$ cat src/rtl/basic_io_port.sv
// -----------------------------------------------------------------------------
// basic_io_port
//
// Terminal I/O port for the basic computer's INPR/FGI and OUTR/FGO path.
//
// Input side: an external byte stream (rx_data/rx_valid/rx_ready) fills a small
// FIFO. Whenever the CPU-visible input flag fgi is clear and the FIFO holds a
// byte, the head byte is moved into inpr and fgi is set on the following edge.
// An INP instruction (inp_ack) clears fgi; inpr keeps its value.
//
// Output side: an OUT instruction (out_stb) while fgo=1 loads outr into
// tx_data, raises tx_valid and clears fgo. The byte leaves on the
// tx_valid/tx_ready handshake, which also sets fgo again. An out_stb while
// fgo=0 is discarded and sets the sticky out_drop flag.
//
// Handshake semantics (both rx and tx streams): a transfer happens on a rising
// clk edge where valid && ready are both high. The sender holds data stable and
// keeps valid high until that edge; valid never drops without a transfer.
//
// Optional feature, macro BASIC_IO_IRQ_EN:
//   defined   : irq is registered, irq <= ien && (fgi || fgo) every edge.
//   undefined : irq is tied to 0 and ien is ignored (CPU polls SKI/SKO).
//
// Parameters:
//   IN_DEPTH  input FIFO entries (power of 2, >= 2)
//   PTR_W     log2(IN_DEPTH)
//
// Ports:
//   clk, rst          clock, asynchronous active-high reset
//   rx_data/valid/rdy external input stream (rx_ready = FIFO not full)
//   inpr, fgi         byte and flag presented to the CPU
//   inp_ack           CPU executed INP (1-cycle pulse)
//   outr, out_stb     byte from AC[7:0] and OUT pulse
//   fgo               output flag: ready for a new byte
//   tx_data/valid/rdy external output stream
//   ien, irq          interrupt enable in, interrupt request out
//   in_count          FIFO occupancy, 0..IN_DEPTH
//   out_drop          sticky: out_stb seen while fgo=0
// -----------------------------------------------------------------------------
module basic_io_port #(
  parameter int IN_DEPTH = 4,
  parameter int PTR_W    = 2
) (
  input  logic             clk,
  input  logic             rst,
  input  logic [7:0]       rx_data,
  input  logic             rx_valid,
  output logic             rx_ready,
  output logic [7:0]       inpr,
  output logic             fgi,
  input  logic             inp_ack,
  input  logic [7:0]       outr,
  input  logic             out_stb,
  output logic             fgo,
  output logic [7:0]       tx_data,
  output logic             tx_valid,
  input  logic             tx_ready,
  input  logic             ien,
  output logic             irq,
  output logic [PTR_W:0]   in_count,
  output logic             out_drop
);

  localparam logic [PTR_W:0] FULL_COUNT = (PTR_W+1)'(IN_DEPTH);

  // ---------------------------------------------------------------------------
  // Input FIFO
  // ---------------------------------------------------------------------------
  logic [7:0]       mem [IN_DEPTH];
  logic [PTR_W-1:0] wr_ptr;
  logic [PTR_W-1:0] rd_ptr;
  logic [PTR_W:0]   count;

  logic fifo_full;
  logic fifo_empty;
  logic push;
  logic pop;

  assign fifo_full  = (count == FULL_COUNT);
  assign fifo_empty = (count == '0);
  assign rx_ready   = !fifo_full;

  // rx_ready is derived from the registered count only, so a pop in the same
  // cycle never makes room for a push while full.
  assign push = rx_valid && !fifo_full;

  // The head byte moves to inpr only while fgi is low. Because fgi is a
  // register, a freshly pushed byte needs one edge to enter the FIFO and a
  // second edge to reach inpr; there is no rx -> inpr bypass.
  assign pop = !fgi && !fifo_empty;

  // Storage carries no reset: entries are only read after being written,
  // and reset empties the FIFO by clearing the pointers and count.
  always_ff @(posedge clk) begin
    if (push) begin
      mem[wr_ptr] <= rx_data;
    end
  end

  always_ff @(posedge clk or posedge rst) begin
    if (rst) begin
      wr_ptr <= '0;
      rd_ptr <= '0;
      count  <= '0;
    end else begin
      // Pointers are exactly PTR_W bits, so they wrap modulo IN_DEPTH.
      if (push) begin
        wr_ptr <= wr_ptr + 1'b1;
      end
      if (pop) begin
        rd_ptr <= rd_ptr + 1'b1;
      end
      case ({push, pop})
        2'b10:   count <= count + 1'b1;
        2'b01:   count <= count - 1'b1;
        default: count <= count;  // idle, or push and pop together
      endcase
    end
  end

  assign in_count = count;

  // ---------------------------------------------------------------------------
  // Input presentation (INPR / FGI)
  // ---------------------------------------------------------------------------
  always_ff @(posedge clk or posedge rst) begin
    if (rst) begin
      inpr <= 8'h00;
      fgi  <= 1'b0;
    end else begin
      if (pop) begin
        // pop implies fgi=0, so inp_ack cannot matter in the same cycle.
        inpr <= mem[rd_ptr];
        fgi  <= 1'b1;
      end else if (inp_ack && fgi) begin
        // inpr deliberately keeps the consumed byte.
        fgi <= 1'b0;
      end
    end
  end

  // ---------------------------------------------------------------------------
  // Output path (OUTR / FGO / tx stream)
  // ---------------------------------------------------------------------------
  logic tx_fire;
  logic out_accept;
  logic out_reject;

  assign tx_fire    = tx_valid && tx_ready;
  // fgo=0 whenever tx_valid=1, so an out_stb during a tx handshake is always
  // a reject, never a new load.
  assign out_accept = out_stb && fgo;
  assign out_reject = out_stb && !fgo;

  always_ff @(posedge clk or posedge rst) begin
    if (rst) begin
      tx_data  <= 8'h00;
      tx_valid <= 1'b0;
      fgo      <= 1'b1;
      out_drop <= 1'b0;
    end else begin
      if (tx_fire) begin
        // tx_data is left as is after the transfer.
        tx_valid <= 1'b0;
        fgo      <= 1'b1;
      end else if (out_accept) begin
        tx_data  <= outr;
        tx_valid <= 1'b1;
        fgo      <= 1'b0;
      end
      if (out_reject) begin
        out_drop <= 1'b1;
      end
    end
  end

  // ---------------------------------------------------------------------------
  // Interrupt request
  // ---------------------------------------------------------------------------
`ifdef BASIC_IO_IRQ_EN
  always_ff @(posedge clk or posedge rst) begin
    if (rst) begin
      irq <= 1'b0;
    end else begin
      irq <= ien && (fgi || fgo);
    end
  end
`else
  // Polled build: the enable input has no function.
  logic unused_ien;
  assign unused_ien = ien;
  assign irq        = 1'b0;
`endif

endmodule
$ cat config.mk
export PLATFORM = sky130hd
export DESIGN_NAME = basic_io_port
export DESIGN_NICKNAME = d
export VERILOG_FILES = /design/src/rtl/basic_io_port.sv
export SDC_FILE = /design/constraint.sdc
export NUM_CORES = 1
export LEC_CHECK = 0
export CELL_PAD_IN_SITES_DETAIL_PLACEMENT = 1
export CELL_PAD_IN_SITES_GLOBAL_PLACEMENT = 1
export CORE_MARGIN = 8
export CORE_UTILIZATION = 56
export DETAILED_ROUTE_END_ITERATION = 7
export DONT_BUFFER_PORTS = 1
export PLACE_DENSITY_LB_ADDON = 0.1
export SKIP_CTS_REPAIR_TIMING = 1
export SLEW_MARGIN = 10
export SYNTH_ARGS = -nofsm -noshare
export SYNTH_HDL_FRONTEND = slang
export SYNTH_SLANG_ARGS = --single-unit
$ cat constraint.sdc
create_clock -name clk -period 3.6 [get_ports clk]
set_clock_uncertainty 0.15 [all_clocks]
set_input_delay 1.08 -clock clk [delete_from_list [all_inputs] [get_ports clk]]
set_output_delay 1.08 -clock clk [all_outputs]
set_load 0.01 [all_outputs]
==> results of run 1 <==
[cells by family (layout without fill, tap and decap cells)]
group,after synthesis,in the layout,synth area share (%)
and+or+nand+nor,12,12,3.52
AOI/OAI and AO/OA,3,3,0.852
xor gates and xnor gates,6,6,2.24
other,1,1,0.160
adders and majority gates,6,6,3.52
muxes,27,27,17.3
buffers and inverters,13,25,2.61
DFF,59,59,69.8
[synth_stat cells (all sizes together)]
library cell,n
a21o,2
and2,1
and3,5
buf,4
conb,1
dfrtp,26
dfstp,1
edfxtp,32
fa,1
ha,5
inv,9
mux2,17
mux2i,2
mux4,8
nand2,1
nor2,2
nor3,1
nor3b,1
o21ai,1
or3b,1
xnor2,2
xor2,4
[state kept, by name, summed over array words and instances, names as in the netlist]
signal	cells
tx_valid	1
out_drop	1
fgo	1
wr_ptr	2
inpr	8
tx_data	8
mem	32
fgi	1
in_count	3
rd_ptr	2
[how the worst min path moves through the flow]
stage	from	endpoint	slack, ns	cells past startpoint
after global placement	out_drop	out_drop	0.36	1
after global routing	fgo	fgo	0.42	2
final	out_drop	out_drop	0.40	1
after CTS	fgo	fgo	0.41	2
after detailed placement	out_drop	out_drop	0.40	1
after floorplan	out_drop	out_drop	0.34	1
[metrics by stage]
step           total power [uW]  area, sq um
6_report                   2400         2610
5_1_grt                    2530         2610
4_1_cts                    2430         2610
3_5_place_dp               1730         2380
3_3_place_gp               1670         2380
2_1_floorplan              1580         2350
[cell type report]
type	count	area, sq um	share of cell area [%]
sequential	59	1640	62.7
multi-input combinational	55	648	24.8
clock buffer	10	128	4.88
clock inverter	6	104	3.97
tap	50	62.6	2.39
inverter	9	33.8	1.29
[routing by layer]
layer	wire length (um)	part of all wire, %	vias up	GRT usage, %
met5	0	0	-	0
met4	66	1.5	0	6.07
met3	371	8.6	6	7.40
met2	2290	53	35	23.3
met1	1610	37	566	15.1
li1	-	-	475	-
[power by group through the flow]
stage               sequential (uW)  clock (uW)  combinational, uW
floorplan                      1100           0                481
global placement               1180           0                487
detailed placement             1200           0                526
CTS                            1190         714                531
global route                   1210         740                577
finish                         1180         703                516
[cells in the final DEF (no fill, tap or decap), drive strengths merged, types with 2 or more instances in the layout]
master and instances:
clkinv 4, clkbuf 10, mux2 17, bufinv 3, mux2i 2, a21o 2
and3 5, inv 8, mux4 8, xor2 4, dfrtp 26, nor2 2
ha 5, edfxtp 32, xnor2 2
==> flow_summary.ini, run 1 <==
[run_status]
status = finished clean

[route]
antenna_left = 0
wirelength_um = 4340
drt-initial-drc-count = 86
vias = 1082
drtPass1Iterations = 4
wl_per_cell_um = 23.0
drc = 0
via_per_inst = 5.72

[floorplanning]
ioPinCount = 48
die_w_um = 80.7
fp.dieArea_sq_um = 6520
start_util_pct = 58.3
fp-row-count = 23
die_h_um = 80.7
core_area_sq_um = 4030

[clock_tree]
h-tree-depth = 3
clock_latency_ns = 0.33
path_clk_slew_ns = 0.06
cts-buffers-inserted = 9
root_buffer = clkbuf_8
clockBufferDepth = 2
cts.sinks = 59
cts_tree = built

[setup_path]
cp_max_fo = 6
crit_path_start_kind = register
worstPathCellList = or3b_4
slowest_delay_ns = 0.48
arrival_ns = 1.27
cpLargestDelayFamily = simple AND/OR/NAND/NOR gates
worstPathRequired_ns = 2.37
r2r_cells = 8
rrSetupSlack_ns = 1.11
crit_start = in_count[0]
path_depth = 1
worstSetupEndpointType = primary output
setup.worst_path.class = register to primary output
cp-endpoint = rx_ready
reg2reg_to = in_count[2]
cp_slowest_cell = or3b_4
reg2reg_from = in_count[0]
path_buf_inv = 0

[global_route]
antenna_found_initial = 0
grt_pass1_wl_um = 6660
overflow = 0
grt_pass1_vias = 1270
grt_max_degree = 28
grt_usage_pct = 14.2

[sta]
hold_viol = 0
fin_crit_sh_pct = 69.5
fmax_mhz = 399
fin_ws_ns = 1.10
timing.setup.tns_ns = 0
finalSetupViolations = 0
relSlewSlack_pct = 32.6
rsz0062_at_grt = false
slew_viol_final = 0
finalCriticalPeriod_ns = 2.50
holdWs_ns = 0.403
worstMarginPinSlew_ns = 1.00

[pwr]
power.internal_uw = 1690
power_density_nw_per_um2 = 917
p_comb_share_pct = 21.6
vdd_ir_drop_max_mv = 0.554
switchingPower_uw = 703
seq_power_share_pct = 49.1
p_leak_uw = 0.00104
switching_share_pct = 29.4
pwr-share-clk_pct = 29.3

[yosys]
ys_seq_area_share_pct = 69.8
ys_ff_latch = 59
syn_nets = 156
ys_warn_count = 0
synth_area_leaders = edfxtp_1 (41%), dfrtp_1 (28%), mux2_2 (7.7%), mux4_2 (4.8%), mux4_1 (3.4%)
yosysTopAreaCellShare_pct = 40.9
synth_area_sq_um = 2350
synth_cells = 127
avgSynthCellArea_sq_um = 18.5
post_synth_num_cell_types = 29
synth_top_area_cell = edfxtp_1

[place]
dp.cells = 173
port_buffers = 0
gp_congestion = 0.676
place_ws_ns = 1.08
dpl.hpwl_um = 2960

[min_path]
holdCritPathClass = register to register

[layout]
utilization_pct = 64.9
drive_gt1_share_pct = 31.7
area_delta_synth_final_pct = 11.4
finalNetCount = 163
finalNonFillerCells = 189
fillCellCount = 345
n_antenna_cell = 0

[flow_run]
max_cap_viol_count = 0
Note: power is estimated with default switching activity, not from simulation.
==> inputs of run 2 (changes only) <==
--- a/config.mk
+++ b/config.mk
@@ -8,7 +8,7 @@
 export CELL_PAD_IN_SITES_DETAIL_PLACEMENT = 1
 export CELL_PAD_IN_SITES_GLOBAL_PLACEMENT = 1
 export CORE_MARGIN = 8
-export CORE_UTILIZATION = 56
+export CORE_UTILIZATION = 52
 export DETAILED_ROUTE_END_ITERATION = 7
 export DONT_BUFFER_PORTS = 1
 export PLACE_DENSITY_LB_ADDON = 0.1
==> constraint.sdc (replaced) <==
create_clock -name clk -period 2.5 [get_ports clk]
set_clock_uncertainty 0.15 [all_clocks]
set_input_delay 0.75 -clock clk [delete_from_list [all_inputs] [get_ports clk]]
set_output_delay 0.75 -clock clk [all_outputs]
set_load 0.01 [all_outputs]
==> flow_summary.ini, run 2 (synthesis gave the netlist of run 1 again) <==
[clock_tree]
cts.sinks = 59
clockBufferDepth = 2
path_clk_slew_ns = 0.07
cts-buffers-inserted = 9
h-tree-depth = 3
root_buffer = clkbuf_8
clock_latency_ns = 0.33
cts_tree = built

[layout]
register_area_sq_um = 1640
n_antenna_cell = 0
drive_gt1_share_pct = 33.3
top_regs = mem (32), inpr (8), tx_data (8)
utilization_pct = 59.4
finalNetCount = 168
largest_reg_flops = 32
regMostFlops = mem
multi_input_area_sq_um = 648
most-common-layout-cells = edfxtp_1 (32), dfrtp_1 (26), mux2_2 (16)
final_common_cell = edfxtp_1
fillCellCount = 391
area_delta_synth_final_pct = 10.2
final_cell_area_sq_um = 2590

[pwr]
vdd_ir_drop_max_mv = 0.496
p_leak_uw = 0.00104
power_density_nw_per_um2 = 1240

[setup_path]
cp_slowest_cell = or3b_4
reg2reg_from = in_count[0]
cp_max_fo = 6
worstPathRequired_ns = 2.60
path_buf_inv = 2
cpLargestDelayFamily = simple AND/OR/NAND/NOR gates
setup.worst_path.class = register to register
crit_path_start_kind = register
worstPathCellList = or3b_4 > and2_4 > inv_1 > ha_1 > inv_1 > fa_1 > xor2_1 > nor2_1 > xor2_1
arrival_ns = 2.45
r2r_cells = 9
worstSetupEndpointType = register
rrSetupSlack_ns = 0.16
slowest_delay_ns = 0.44
path_depth = 9
reg2reg_to = in_count[2]

[route]
wirelength_um = 4290
drt-initial-drc-count = 56
antenna_left = 0
vias = 1093
via_per_inst = 5.58
drtPass1Iterations = 4
drc = 0
wl_per_cell_um = 21.9

[sta]
rsz0062_at_grt = false
timing.setup.tns_ns = 0
fin_ws_ns = 0.157
finalCriticalPeriod_ns = 2.34
slew_viol_final = 0
fin_crit_sh_pct = 93.7
worstMarginPinSlew_ns = 0.573
fmax_mhz = 427
hold_viol = 0
relSlewSlack_pct = 61.8
finalSetupViolations = 0

[global_route]
grt_usage_pct = 13.5
grt_pass1_wl_um = 7070
grt_max_degree = 28
overflow = 0
grt_pass1_vias = 1302
antenna_found_initial = 0

[flow_run]
max_cap_viol_count = 0

[floorplanning]
die_h_um = 83.2
die_w_um = 83.2
ioPinCount = 48
core_area_sq_um = 4350
start_util_pct = 53.9
fp.dieArea_sq_um = 6920
fp-row-count = 24

[place]
dpl.hpwl_um = 3020
gp_congestion = 0.675
place_ws_ns = 0.149
port_buffers = 0
post_dp_cell_area_sq_um = 2420

[min_path]
holdCritPathClass = input pin to asynchronous set/reset pin

[run_status]
status = finished clean
run 2: changes by cell type in the layout (fill, tap and decap cells not counted), sizes merged:
cell / previous run / this run
bufinv: 3 / 0
clkbuf: 10 / 13
buf: 0 / 5
clkinv: 4 / 3
inv: 8 / 9
run 2: worst reg2reg max path, stage by stage, from the launching register on:
cell and delay, ns:
dfrtp_1 0.38, or3b_4 0.44, and2_4 0.19, inv_1 0.06, ha_1 0.18, inv_1 0.06
fa_1 0.37, xor2_1 0.15, nor2_1 0.12, xor2_1 0.16
run 2: worst max path at each step:
stage | end | start | slack, ns
after global routing | in_count[2] | in_count[0] | 0.01
after global placement | in_count[2] | in_count[0] | 0.23
after CTS | in_count[2] | in_count[0] | 0.13
after detailed placement | in_count[2] | in_count[0] | 0.15
after floorplan | in_count[2] | in_count[0] | 0.20
final | in_count[2] | in_count[0] | 0.16
run 2: routing by layer:
metal	wire length, um	global-route usage [%]
met1	1610	14.2
met2	2220	21.2
met3	373	7.23
met4	87	7.19
met5	0	0
run 2: report_power, final:
part	switching [uW]	internal (uW)	total, uW
Sequential	301	1360	1660
Clock	337	382	719
Combinational	357	466	823
Total	995	2200	3200
run 2: layout make-up:
cell class / instances / area share (%)
flip-flops and latches: 59 / 63.3
inverters: 9 / 1.31
clock inverters: 3 / 0.581
clock buffers: 13 / 5.76
multi-input cells: 55 / 25.1
repair buffers: 5 / 1.45
well taps: 52 / 2.52
run 2: through the flow:
stage               total power, uW  hold slack (ns)  cells
detailed placement             2530            0.385    180
CTS                            3260            0.218    196
global placement               2450            0.363    180
finish                         3200            0.224    196
global route                   3400            0.242    196
floorplan                      2270            0.343    127
